<file path="src/rtl/mem_slave.sv">
// 256 x 16 bus slave: zero-fill sweep after reset, writes, and reads with READ_LAT-cycle latency.
// Optional MEM_SLAVE_STATUS_EN maps a saturating write counter at address 8'hFF.
module mem_slave #(
    parameter int unsigned READ_LAT = 1
) (
    input  logic        clk,
    input  logic        rst,
    input  logic        write_i,
    input  logic [15:0] data_in_i,
    input  logic [7:0]  address_i,
    output logic [15:0] data_out_o,
    output logic        init_done_o
);

    typedef enum logic {StInit, StReady} state_e;

    state_e              state_q;
    logic [7:0]          ptr_q;
    logic [15:0]         mem_q [256];
    logic [READ_LAT-1:0] vld_q;
    logic [15:0]         dat_q [READ_LAT];
    logic [15:0]         rd_data;
    logic [15:0]         stage0_d;
    logic                wr_accept;

`ifdef MEM_SLAVE_STATUS_EN
    logic [15:0] wr_count_q;

    always_comb begin
        wr_accept = (state_q == StReady) && write_i && (address_i != 8'hFF);
        rd_data   = (address_i == 8'hFF) ? wr_count_q : mem_q[address_i];
    end

    always_ff @(posedge clk) begin
        if (rst) begin
            wr_count_q <= 16'h0000;
        end else if (wr_accept && (wr_count_q != 16'hFFFF)) begin
            wr_count_q <= wr_count_q + 16'd1;
        end
    end
`else
    always_comb begin
        wr_accept = (state_q == StReady) && write_i;
        rd_data   = mem_q[address_i];
    end
`endif

    // Reads sampled during the sweep still complete, but always with zero data.
    always_comb begin
        stage0_d = (state_q == StInit) ? 16'h0000 : rd_data;
    end

    always_ff @(posedge clk) begin
        if (!rst) begin
            if (state_q == StInit) begin
                mem_q[ptr_q] <= 16'h0000;
            end else if (wr_accept) begin
                mem_q[address_i] <= data_in_i;
            end
        end
    end

    always_ff @(posedge clk) begin
        if (rst) begin
            state_q     <= StInit;
            ptr_q       <= 8'h00;
            init_done_o <= 1'b0;
        end else if (state_q == StInit) begin
            ptr_q <= ptr_q + 8'd1;
            if (ptr_q == 8'hFF) begin
                state_q     <= StReady;
                init_done_o <= 1'b1;
            end
        end
    end

    always_ff @(posedge clk) begin
        if (rst) begin
            vld_q      <= '0;
            data_out_o <= 16'h0000;
            for (int i = 0; i < int'(READ_LAT); i++) begin
                dat_q[i] <= 16'h0000;
            end
        end else begin
            vld_q[0] <= !write_i;
            dat_q[0] <= stage0_d;
            for (int i = 1; i < int'(READ_LAT); i++) begin
                vld_q[i] <= vld_q[i-1];
                dat_q[i] <= dat_q[i-1];
            end
            if (vld_q[READ_LAT-1]) begin
                data_out_o <= dat_q[READ_LAT-1];
            end
        end
    end

endmodule

</file>
<file path="config.mk">
export PLATFORM = sky130hd
export DESIGN_NAME = mem_slave
export DESIGN_NICKNAME = d
export VERILOG_FILES = /design/src/rtl/mem_slave.sv
export SDC_FILE = /design/constraint.sdc
export NUM_CORES = 2
export LEC_CHECK = 0
export CORE_MARGIN = 5
export CORE_UTILIZATION = 40
export CTS_BUF_LIST = sky130_fd_sc_hd__clkbuf_16
export CTS_CLUSTER_SIZE = 30
export DETAILED_ROUTE_END_ITERATION = 12
export GPL_ROUTABILITY_DRIVEN = 0
export SLEW_MARGIN = 20
export SYNTH_ARGS = -nofsm -noshare
export SYNTH_HDL_FRONTEND = slang
export SYNTH_MEMORY_MAX_BITS = 65536
export SYNTH_SLANG_ARGS = --single-unit
</file>
<file path="constraint.sdc">
create_clock -name clk -period 9.7 [get_ports clk]
set_clock_uncertainty 0.2 [all_clocks]
set_input_delay 1.94 -clock clk [delete_from_list [all_inputs] [get_ports clk]]
set_output_delay 1.94 -clock clk [all_outputs]
set_load 0.1 [all_outputs]
</file>
==> results.cfg <==
[clock_network]
cts_htree_levels = 5
ctsHoldBuffers = 0
cts_tree = yes
clk_latency_ns = 0.98
cts.sinks = 4139
cts_root_buf = clkbuf_16
cts_buffers = 413
cts-resized-gates = 0
postCtsSetupBuffers = 0
clk_pin_slew_worst_paths_ns = 0.06
clock_path_buffers = 4

[yosys]
synthFlopType = edfxtp_1
synthArstFlopShare_pct = 0
yosysSeqAreaShare_pct = 77.23
synth_area_mm2 = 0.1604
synth_area_per_cell_um2 = 20.71
synth_nets = 7770
synth_edf_count = 4096
ys_warn_count = 0
synth_cell_type_count = 76
netlist_instances = 7742
ys_seq_elements = 4139

[floorplanning]
dieArea_mm2 = 0.4137
die_x_um = 643.2
die_h_um = 643.2
coreArea_mm2 = 0.3994
row_count = 232
ioPinCount = 44
start_util_pct = 40.15

[drt]
routedWlPerCell_um = 33.23
drc = 0
routed_via_density = 5.969
drt-total-wl_um = 457100
drt-initial-drc-count = 11780
vias = 82110
final_antenna_net_count = 0
drtPass1Iterations = 6

[sta]
hold_viol = 0
slew_headroom_pct = 13.09
period_needed_ns = 6.593
rsz0062_at_grt = false
tightest_slew_ns = 1.292
fmax_mhz = 151.7
setup_viol = 0
tns_ns = 0
drv_slew = 0
setup_ws_ns = 3.107
finalCritPeriodShare_pct = 67.97

[pwr]
power.density_mw_per_mm2 = 199.9
ir_worst_vdd_uv = 174.9
leakagePower_nw = 65.71

[global_routing]
grt_pass1_wl_um = 637300
grt_usage_pct = 21.51
gr-total-overflow = 0
grt_max_degree = 217
grt_pass1_vias = 80360
antenna_found_initial = 26

[cells_and_area]
n_fill_cell = 33240
drive_above_1_share_pct = 21.43
syn2layout_area_growth_pct = 13.04
layout_common_cells = edfxtp_1 (4,096), mux4_2 (718), mux2i_1 (643)
multi_input_area_mm2 = 0.03347
layout_commonest_cell = edfxtp_1
finalNonFillerCells = 13760
ff_latch_area_mm2 = 0.1239
fin_nets = 8159

[setup_path]
slowest_stage = nand4_1
crit_family = buffers and inverters
reg2reg_to = mem_q[121][4]
setup.worst_path.end = dat_q[0][11]
cp_common_cell = buf_4
rr_worst_depth = 6
path_cells = buf_16 > buf_4 > buf_4 > mux2i_1 > o221ai_1 > nor3_1 > nor4_1 > nand4_1 > o22ai_1
crit_path_start_kind = input pin
max_stage_delay_ns = 0.98
r2r-start = state_q
cp.depth = 9
crit_start = address_i[0]
cp_max_fo = 81
critPathCaptureType = flip-flop
ff2ff_setup_slack_ns = 5.13
path_buf_inv = 3
timing_worst_setup_path_type = in -> reg
arrival_ns = 7.27
critPathRequiredTime_ns = 10.38

[run_status]
status = finished clean

[placement]
io_buffers = 43
hpwl_um = 281700
dp_slack_ns = 2.443
placed_cells = 12980

[job]
drv_cap = 0

[hold_path]
hold_path.class = reg -> reg
-- cells by family after synthesis --
family                     count (synthesis)  share of synthesized area, %
adders and majority gates                  1                      0.007801
DFF                                     4139                         77.23
xor gates and xnor gates                   5                       0.02731
AOI/OAI and AO/OA                        846                         3.648
muxes                                   1405                         14.51
and+or+nand+nor                          866                         2.568
buffers and inverters                    480                         2.008
-- synthesized netlist by cell type (all sizes together), types with 4 or more instances --
master	number	area (µm²)
edfxtp	4096	123000
mux4	729	16460
mux2i	643	6436
nor2	350	1314
buf	281	2472
o22ai	225	1408
clkbuf	193	725.7
o21ai	143	715.7
o221ai	135	1182
nand2	126	473.0
nor3	106	530.5
a22oi	85	638.1
a21oi	74	370.4
a211oi	72	540.5
nand3	67	335.3
or3	48	300.3
dfxtp	43	860.8
nor4	43	269.0
mux2	33	371.6
and2	32	200.2
nand4	26	162.7
a2111oi	24	279.0
o31ai	18	140.1
nand3b	14	105.1
a32oi	12	105.1
o211ai	12	90.09
nand2b	11	68.82
a31oi	7	43.79
and3b	7	61.31
nor2b	7	43.79
a221oi	6	52.55
o21a	6	45.04
nor3b	5	37.54
a211o	4	35.03
and3	4	25.02
inv	4	15.01
-- power breakdown --
part           leakage [nW]  switching, mW  internal [mW]
combinational          13.3          0.772          0.382
sequential             45.6        0.00721           19.4
clock                  6.85           6.81           8.91
total                  65.7           7.59           28.7
-- through the flow --
stage	util, %	hold slack, ns	instance area (µm²)	total power [mW]
final	45.39	0.2932	181300	36.24
after global routing	45.38	0.3169	181300	37.24
after CTS	45.36	0.2802	181200	36.45
after detailed placement	42.02	0.2698	167800	20.89
after global placement	42.00	0.2517	167800	20.89
after floorplan	-	0.2405	160400	20.49
-- cell type report --
type / count / share of cell area [%]
Antenna cell: 11 / 0.01518
Clock buffer: 415 / 5.728
Clock inverter: 348 / 1.629
Inverter: 6 / 0.01656
Multi-Input combinational cell: 3123 / 18.46
Sequential cell: 4139 / 68.32
Tap cell: 5265 / 3.634
Timing Repair Buffer: 448 / 2.194
-- per-layer routing --
layer	part of all wire, %	track usage [%]	up-vias
met5	0.025	0	-
met4	4.2	7.761	20
met3	9.5	4.252	743
met2	47	33.79	4345
met1	39	30.02	43780
li1	-	-	33220
-- worst reg2reg max path, cell delays in order (launching register included) --
cell and delay [ns]:
dfxtp_1 0.53, nand3b_1 0.62, o21ai_1 0.61, nand2_1 0.78
buf_4 0.52, nor2_1 0.63, buf_4 0.34
-- worst min-delay path by stage --
stage | to | slack (ns) | start | cells past startpoint
6_report | data_out_o[7] | 0.29 | dat_q[0][7] | 2
5_1_grt | data_out_o[7] | 0.32 | dat_q[0][7] | 2
4_1_cts | data_out_o[7] | 0.28 | dat_q[0][7] | 2
3_5_place_dp | data_out_o[7] | 0.27 | dat_q[0][7] | 2
3_3_place_gp | data_out_o[6] | 0.25 | dat_q[0][6] | 2
2_1_floorplan | data_out_o[10] | 0.24 | dat_q[0][10] | 2
-- state kept, by name (all words and copies together) (netlist names) --
name / cells
dat_q: 16
data_out_o: 16
init_done_o: 1
mem_q: 4096
ptr_q: 8
state_q: 1
vld_q: 1
(Power assumes the default switching activity.)
